[config.mk]
export PLATFORM = sky130hd
export DESIGN_NAME = id_ex_pipe_reg
export DESIGN_NICKNAME = d
export VERILOG_FILES = /design/src/rtl/id_ex_pipe_reg.sv
export SDC_FILE = /design/constraint.sdc
export NUM_CORES = 1
export LEC_CHECK = 0
export CAP_MARGIN = 20
export CORE_AREA = 2 2 154 156
export CTS_BUF_LIST = sky130_fd_sc_hd__clkbuf_8
export DETAILED_ROUTE_END_ITERATION = 10
export DIE_AREA = 0 0 156 158
export PLACE_DENSITY_LB_ADDON = 0.3
export SLEW_MARGIN = 15
export SYNTH_ARGS = -nofsm -noshare
export SYNTH_HDL_FRONTEND = slang
export SYNTH_SLANG_ARGS = --single-unit
export TNS_END_PERCENT = 30
[constraint.sdc]
create_clock -name clk -period 1.4 [get_ports clk]
set_input_delay 0.28 -clock clk [delete_from_list [all_inputs] [get_ports clk]]
set_output_delay 0.28 -clock clk [all_outputs]
set_load 0.02 [all_outputs]
[src/rtl/id_ex_pipe_reg.sv]
// Decode-to-execute pipeline register with stall/flush handling, valid bit and occupancy FSM.
// Optional saturating bubble/stall counters are enabled with `define IDEX_PERF_CNT_EN.
module id_ex_pipe_reg #(
  parameter int unsigned XLEN  = 32,
  parameter int unsigned CNT_W = 16
) (
  input  logic            clk,
  input  logic            rst_n,
  input  logic [11:0]     ctrl_d,
  input  logic            valid_d,
  input  logic [XLEN-1:0] rd1_d,
  input  logic [XLEN-1:0] rd2_d,
  input  logic [XLEN-1:0] pc_d,
  input  logic [XLEN-1:0] pcplus4_d,
  input  logic [XLEN-1:0] immext_d,
  input  logic [4:0]      rs1_d,
  input  logic [4:0]      rs2_d,
  input  logic [4:0]      rd_d,
  input  logic            stall_e,
  input  logic            flush_e,
  output logic [11:0]     ctrl_e,
  output logic [1:0]      resultsrc_e,
  output logic            memwrite_e,
  output logic            branch_e,
  output logic            alusrc_e,
  output logic            regwrite_e,
  output logic            jump_e,
  output logic [2:0]      alucontrol_e,
  output logic            valid_e,
  output logic [XLEN-1:0] rd1_e,
  output logic [XLEN-1:0] rd2_e,
  output logic [XLEN-1:0] pc_e,
  output logic [XLEN-1:0] pcplus4_e,
  output logic [XLEN-1:0] immext_e,
  output logic [4:0]      rs1_e,
  output logic [4:0]      rs2_e,
  output logic [4:0]      rd_e,
  output logic [1:0]      state_e
`ifdef IDEX_PERF_CNT_EN
  ,
  output logic [CNT_W-1:0] bubble_cnt,
  output logic [CNT_W-1:0] stall_cnt
`endif
);

  localparam int unsigned CTRL_W = 12;
  localparam int unsigned REG_W  = 5;
  // MemWrite, Branch, RegWrite and Jump: the bits that can change architectural state
  localparam logic [CTRL_W-1:0] GATE_MASK = 12'h0D8;

  typedef enum logic [1:0] {
    EMPTY   = 2'b00,
    FULL    = 2'b01,
    HELD    = 2'b10,
    ILLEGAL = 2'b11
  } state_t;

  typedef struct packed {
    logic [CTRL_W-1:0] ctrl;
    logic [XLEN-1:0]   rd1;
    logic [XLEN-1:0]   rd2;
    logic [XLEN-1:0]   pc;
    logic [XLEN-1:0]   pcplus4;
    logic [XLEN-1:0]   immext;
    logic [REG_W-1:0]  rs1;
    logic [REG_W-1:0]  rs2;
    logic [REG_W-1:0]  rd;
  } payload_t;

  payload_t pay_d, pay_q;
  logic     valid_q;
  logic     load;
  state_t   state_q, state_nxt;

  assign load = !flush_e && !stall_e;

  // Gate state-changing controls at capture so ctrl_e comes straight from a flop
  always_comb begin
    pay_d         = '0;
    pay_d.ctrl    = valid_d ? ctrl_d : (ctrl_d & ~GATE_MASK);
    pay_d.rd1     = rd1_d;
    pay_d.rd2     = rd2_d;
    pay_d.pc      = pc_d;
    pay_d.pcplus4 = pcplus4_d;
    pay_d.immext  = immext_d;
    pay_d.rs1     = rs1_d;
    pay_d.rs2     = rs2_d;
    pay_d.rd      = rd_d;
  end

  always_ff @(posedge clk or negedge rst_n) begin
    if (!rst_n) begin
      pay_q   <= '0;
      valid_q <= 1'b0;
    end else if (flush_e) begin
      pay_q   <= '0;
      valid_q <= 1'b0;
    end else if (!stall_e) begin
      pay_q   <= pay_d;
      valid_q <= valid_d;
    end
  end

  always_ff @(posedge clk or negedge rst_n) begin
    if (!rst_n) state_q <= EMPTY;
    else        state_q <= state_nxt;
  end

  always_comb begin
    state_nxt = state_q;
    case (state_q)
      EMPTY: begin
        if (load && valid_d) state_nxt = FULL;
      end
      FULL, HELD: begin
        if (flush_e)      state_nxt = EMPTY;
        else if (stall_e) state_nxt = HELD;
        else              state_nxt = valid_d ? FULL : EMPTY;
      end
      default: state_nxt = EMPTY;
    endcase
  end

  assign ctrl_e       = pay_q.ctrl;
  assign resultsrc_e  = pay_q.ctrl[11:10];
  assign memwrite_e   = pay_q.ctrl[7];
  assign branch_e     = pay_q.ctrl[6];
  assign alusrc_e     = pay_q.ctrl[5];
  assign regwrite_e   = pay_q.ctrl[4];
  assign jump_e       = pay_q.ctrl[3];
  assign alucontrol_e = pay_q.ctrl[2:0];
  assign valid_e      = valid_q;
  assign rd1_e        = pay_q.rd1;
  assign rd2_e        = pay_q.rd2;
  assign pc_e         = pay_q.pc;
  assign pcplus4_e    = pay_q.pcplus4;
  assign immext_e     = pay_q.immext;
  assign rs1_e        = pay_q.rs1;
  assign rs2_e        = pay_q.rs2;
  assign rd_e         = pay_q.rd;
  assign state_e      = state_q;

`ifdef IDEX_PERF_CNT_EN
  logic [CNT_W-1:0] bubble_q, stall_q;
  logic             bubble_hit, stall_hit;

  assign bubble_hit = flush_e || (!stall_e && !valid_d);
  assign stall_hit  = !flush_e && stall_e;

  // Saturating counters: hold at all-ones instead of wrapping
  always_ff @(posedge clk or negedge rst_n) begin
    if (!rst_n) begin
      bubble_q <= '0;
      stall_q  <= '0;
    end else begin
      if (bubble_hit && (bubble_q != '1)) bubble_q <= bubble_q + CNT_W'(1);
      if (stall_hit && (stall_q != '1))   stall_q  <= stall_q + CNT_W'(1);
    end
  end

  assign bubble_cnt = bubble_q;
  assign stall_cnt  = stall_q;
`endif

endmodule

==> key figures <==
Routing
  – Routed WL: 23200 µm
  – Drt initial violations: 295
  – Routed length per instance: 17.5 µm
  – Routed Antenna Nets: 0
  – Vias/cell: 4.60
  – Post-route DRC violation count: 0
  – Drt first pass iters: 4
  – Vias: 6086

Setup path
  – Max Fanout on Critical Path: 5
  – Critical Setup Path Class: reg -> reg
  – CP Data Required Time: 1.74 ns
  – CP Launch Type: flip-flop
  – Arr. time, crit path: 1.69 ns
  – Worst path slowest cell: dfrtp_1
  – Critical path cell sequence: buf_4 > inv_1 > ha_2 > nor2_1 > a22o_1 > a32o_1
  – CP Capture Type: flip-flop
  – Critical Path Max Stage Delay: 0.39 ns

Logic synthesis
  – Ys async rst share: 1.00
  – Synth Flop Type: dfrtp_1
  – Gate Count Post-Synth: 635
  – Leading cell types by count after synthesis: 190 x dfrtp_1, 185 x nor2_1, 184 x mux2i_1, 16 x buf_2, 14 x buf_4
  – Synth Cell Area: 7960 µm²
  – Count of state elements after synthesis: 190
  – Number of synthesized flops with an enable pin: 0
  – Most frequent cell after synthesis: dfrtp_1
  – Share of the synthesized area in the top cell type: 0.597
  – Synthesis warning total: 0
  – Syn_nets: 829
  – Synth area leader: dfrtp_1
  – Synth area leaders: dfrtp_1 60%, mux2i_1 23%, nor2_1 8.7%
  – Synth Area per Inst: 12.5 µm²
  – Distinct cells, synth: 21
  – Sequential area share after synthesis: 0.597

Power and ir drop
  – Leak Pwr: 6.16 nW
  – Max VDD drop: 0.908 mV
  – Sw Share: 0.304
  – Sequential share of power: 0.499
  – Psw: 3.63 mW
  – Clock power share: 0.294
  – Pwr Density: 1040 nW/µm²
  – Pwr Total: 12.0 mW
  – Logic pwr share: 0.207
  – Internal power: 8.33 mW

Global route
  – Initial antenna violation count: 0
  – Gr usage total: 0.184
  – Total grt overflow: 0
  – Largest net degree at the start of global routing: 71
  – First-pass GRT wire length: 34900 µm
  – Vias in the first global route: 6126

Place
  – Placement Cell Area: 12100 µm²
  – Routability congestion estimate: 0.757
  – Port Buf Inserts: 391
  – Placed cell count: 1291
  – HPWL after DPL: 17000 µm

CTS
  – CTS clk-pin slew, worst paths: 0.11 ns
  – CTS sink cnt: 190
  – Clk root buf: clkbuf_8
  – CTS Buf Count: 17
  – Worst skew pair latency: 0.44 ns
  – Max Root-Sink Buffers: 2
  – CTS H-tree lvls: 4
  – CTS tree: yes

Final layout
  – Final Non-Filler Cells: 1324
  – Fin nets: 1216
  – FILL cells: 2174
  – Share of layout cells above drive strength 1: 0.256
  – Synthesis-to-layout area growth: 44.2%
  – FF+latch area: 4750 µm²
  – Post-route cell area: 11500 µm²
  – Area of the multi-input gates: 2690 µm²

Timing
  – Clk_skew: 0.00381 ns
  – Final min period: 1.35 ns
  – Hold_ws: 0.133 ns
  – Max-slew violations: 0
  – Worst-Margin Slew: 0.413 ns
  – Peak Freq: 739 MHz
  – Final hold viol count: 0
  – # setup viols final: 0
  – RSZ-0062 raised after global routing: false
  – Slew HR: 0.725
  – Final period utilization: 0.967

Floorplan
  – Initial Util: 0.345
  – Die Area: 24600 µm²
  – Die W: 156 µm
  – Die Span Y: 158 µm
  – Core Region: 23100 µm²
  – Num ports: 392
  – Site Rows: 56

Run
  – Max_cap viols: 0

Run status
  – Status: complete, no violations

Min path
  – Worst Hold Class: in -> reg
power by group through the flow:
stage	clock network, mW	registers, mW	logic (mW)
after floorplan	0	6.49	0.859
after global placement	0	6.08	2.77
after detailed placement	0	6.10	2.79
after CTS	3.67	5.97	2.50
after global routing	3.90	6.02	2.66
final	3.52	5.97	2.47
metal layers:
layer / GRT usage / part of all wire / vias to the layer above
li1: - / - / 2864
met1: 0.227 / 0.41 / 2947
met2: 0.310 / 0.49 / 246
met3: 0.0561 / 0.076 / 29
met4: 0.0568 / 0.023 / 0
met5: 0 / 0 / -
sequential cells by signal (all words and copies together) (netlist names):
register / flops
valid_e: 1
rd1_e: 32
pc_e: 32
rs2_e: 5
ctrl_e: 12
rd_e: 5
immext_e: 32
rd2_e: 32
rs1_e: 5
state_e: 2
pcplus4_e: 32
worst paths after layout:
path,cells past startpoint,end,slack (ns),startpoint
min in group asynchronous,2,pcplus4_e[31]$_DFFE_PN0P_,0.28,rst_n
setup reg to reg,6,state_e[1]$_DFFE_PN0P_,0.05,state_e[1]$_DFFE_PN0P_
hold / removal,2,pc_e[31]$_DFFE_PN0P_,0.13,flush_e
max in group asynchronous,3,immext_e[0]$_DFFE_PN0P_,0.50,rst_n
setup / recovery,6,state_e[1]$_DFFE_PN0P_,0.05,state_e[1]$_DFFE_PN0P_
hold reg to reg,2,immext_e[18]$_DFFE_PN0P_,0.52,immext_e[18]$_DFFE_PN0P_
logic make-up after synthesis:
| group | count (synthesis) | share of synthesized area |
|---|---|---|
| DFF | 190 | 0.597 |
| buffers and inverters | 55 | 0.0656 |
| AOI/OAI and AO/OA | 8 | 0.00645 |
| and+or+nand+nor | 196 | 0.0961 |
| muxes | 184 | 0.231 |
| adders and majority gates | 2 | 0.00314 |
what timing repair did:
item / in CTS / in global routing
gates cloned: 0 / 0
gates resized for setup: 800 / 5
setup buffers: 1 / 0
hold buffers: 1 / 0
endpoints found under the setup margin: 200 / 5
hold endpoints to repair: 28 / 0
worst max-delay path, delay by kind of cell (launching register included):
family	cells	cell delay, ns
AOI/OAI and AO/OA	2	0.39
and+or+nand+nor	1	0.06
DFF	1	0.39
buffers and inverters	2	0.20
adders and majority gates	1	0.21
stage by stage:
step,setup WS (ns),setup TNS [ns],util
after floorplan,0.0950,0,-
after global placement,0.0925,0,0.524
after detailed placement,0.0820,0,0.524
after CTS,-0.0254,-0.0254,0.498
after global routing,0.00306,0,0.498
final,0.0461,0,0.498
placed cells by master (no fill, tap or decap):
| master | instances |
|---|---|
| a21oi_1 | 4 |
| a22o_1 | 1 |
| a32o_1 | 1 |
| buf_12 | 11 |
| buf_2 | 199 |
| buf_4 | 19 |
| buf_6 | 1 |
| buf_8 | 1 |
| clkbuf_8 | 19 |
| clkdlybuf4s50_1 | 188 |
| clkinv_4 | 3 |
| clkinv_8 | 1 |
| dfrtp_1 | 190 |
| diode_2 | 1 |
| dlygate4sd3_1 | 1 |
| ha_1 | 1 |
| ha_2 | 1 |
| inv_1 | 2 |
| inv_6 | 4 |
| inv_8 | 4 |
| mux2i_1 | 184 |
| nand2_1 | 5 |
| nand2b_1 | 1 |
| nand3b_1 | 4 |
| nor2_1 | 185 |
| nor4b_2 | 1 |
| o211ai_1 | 1 |
| o21ai_0 | 1 |
cell type report:
cell class,count,area share
Antenna cell,1,0.000218
Clock buffer,18,0.0216
Clock inverter,12,0.0107
Inverter,2,0.000654
Multi-Input combinational cell,390,0.234
Sequential cell,190,0.414
Tap cell,290,0.0316
Timing Repair Buffer,421,0.287
Power figures use the tool's default switching activity.
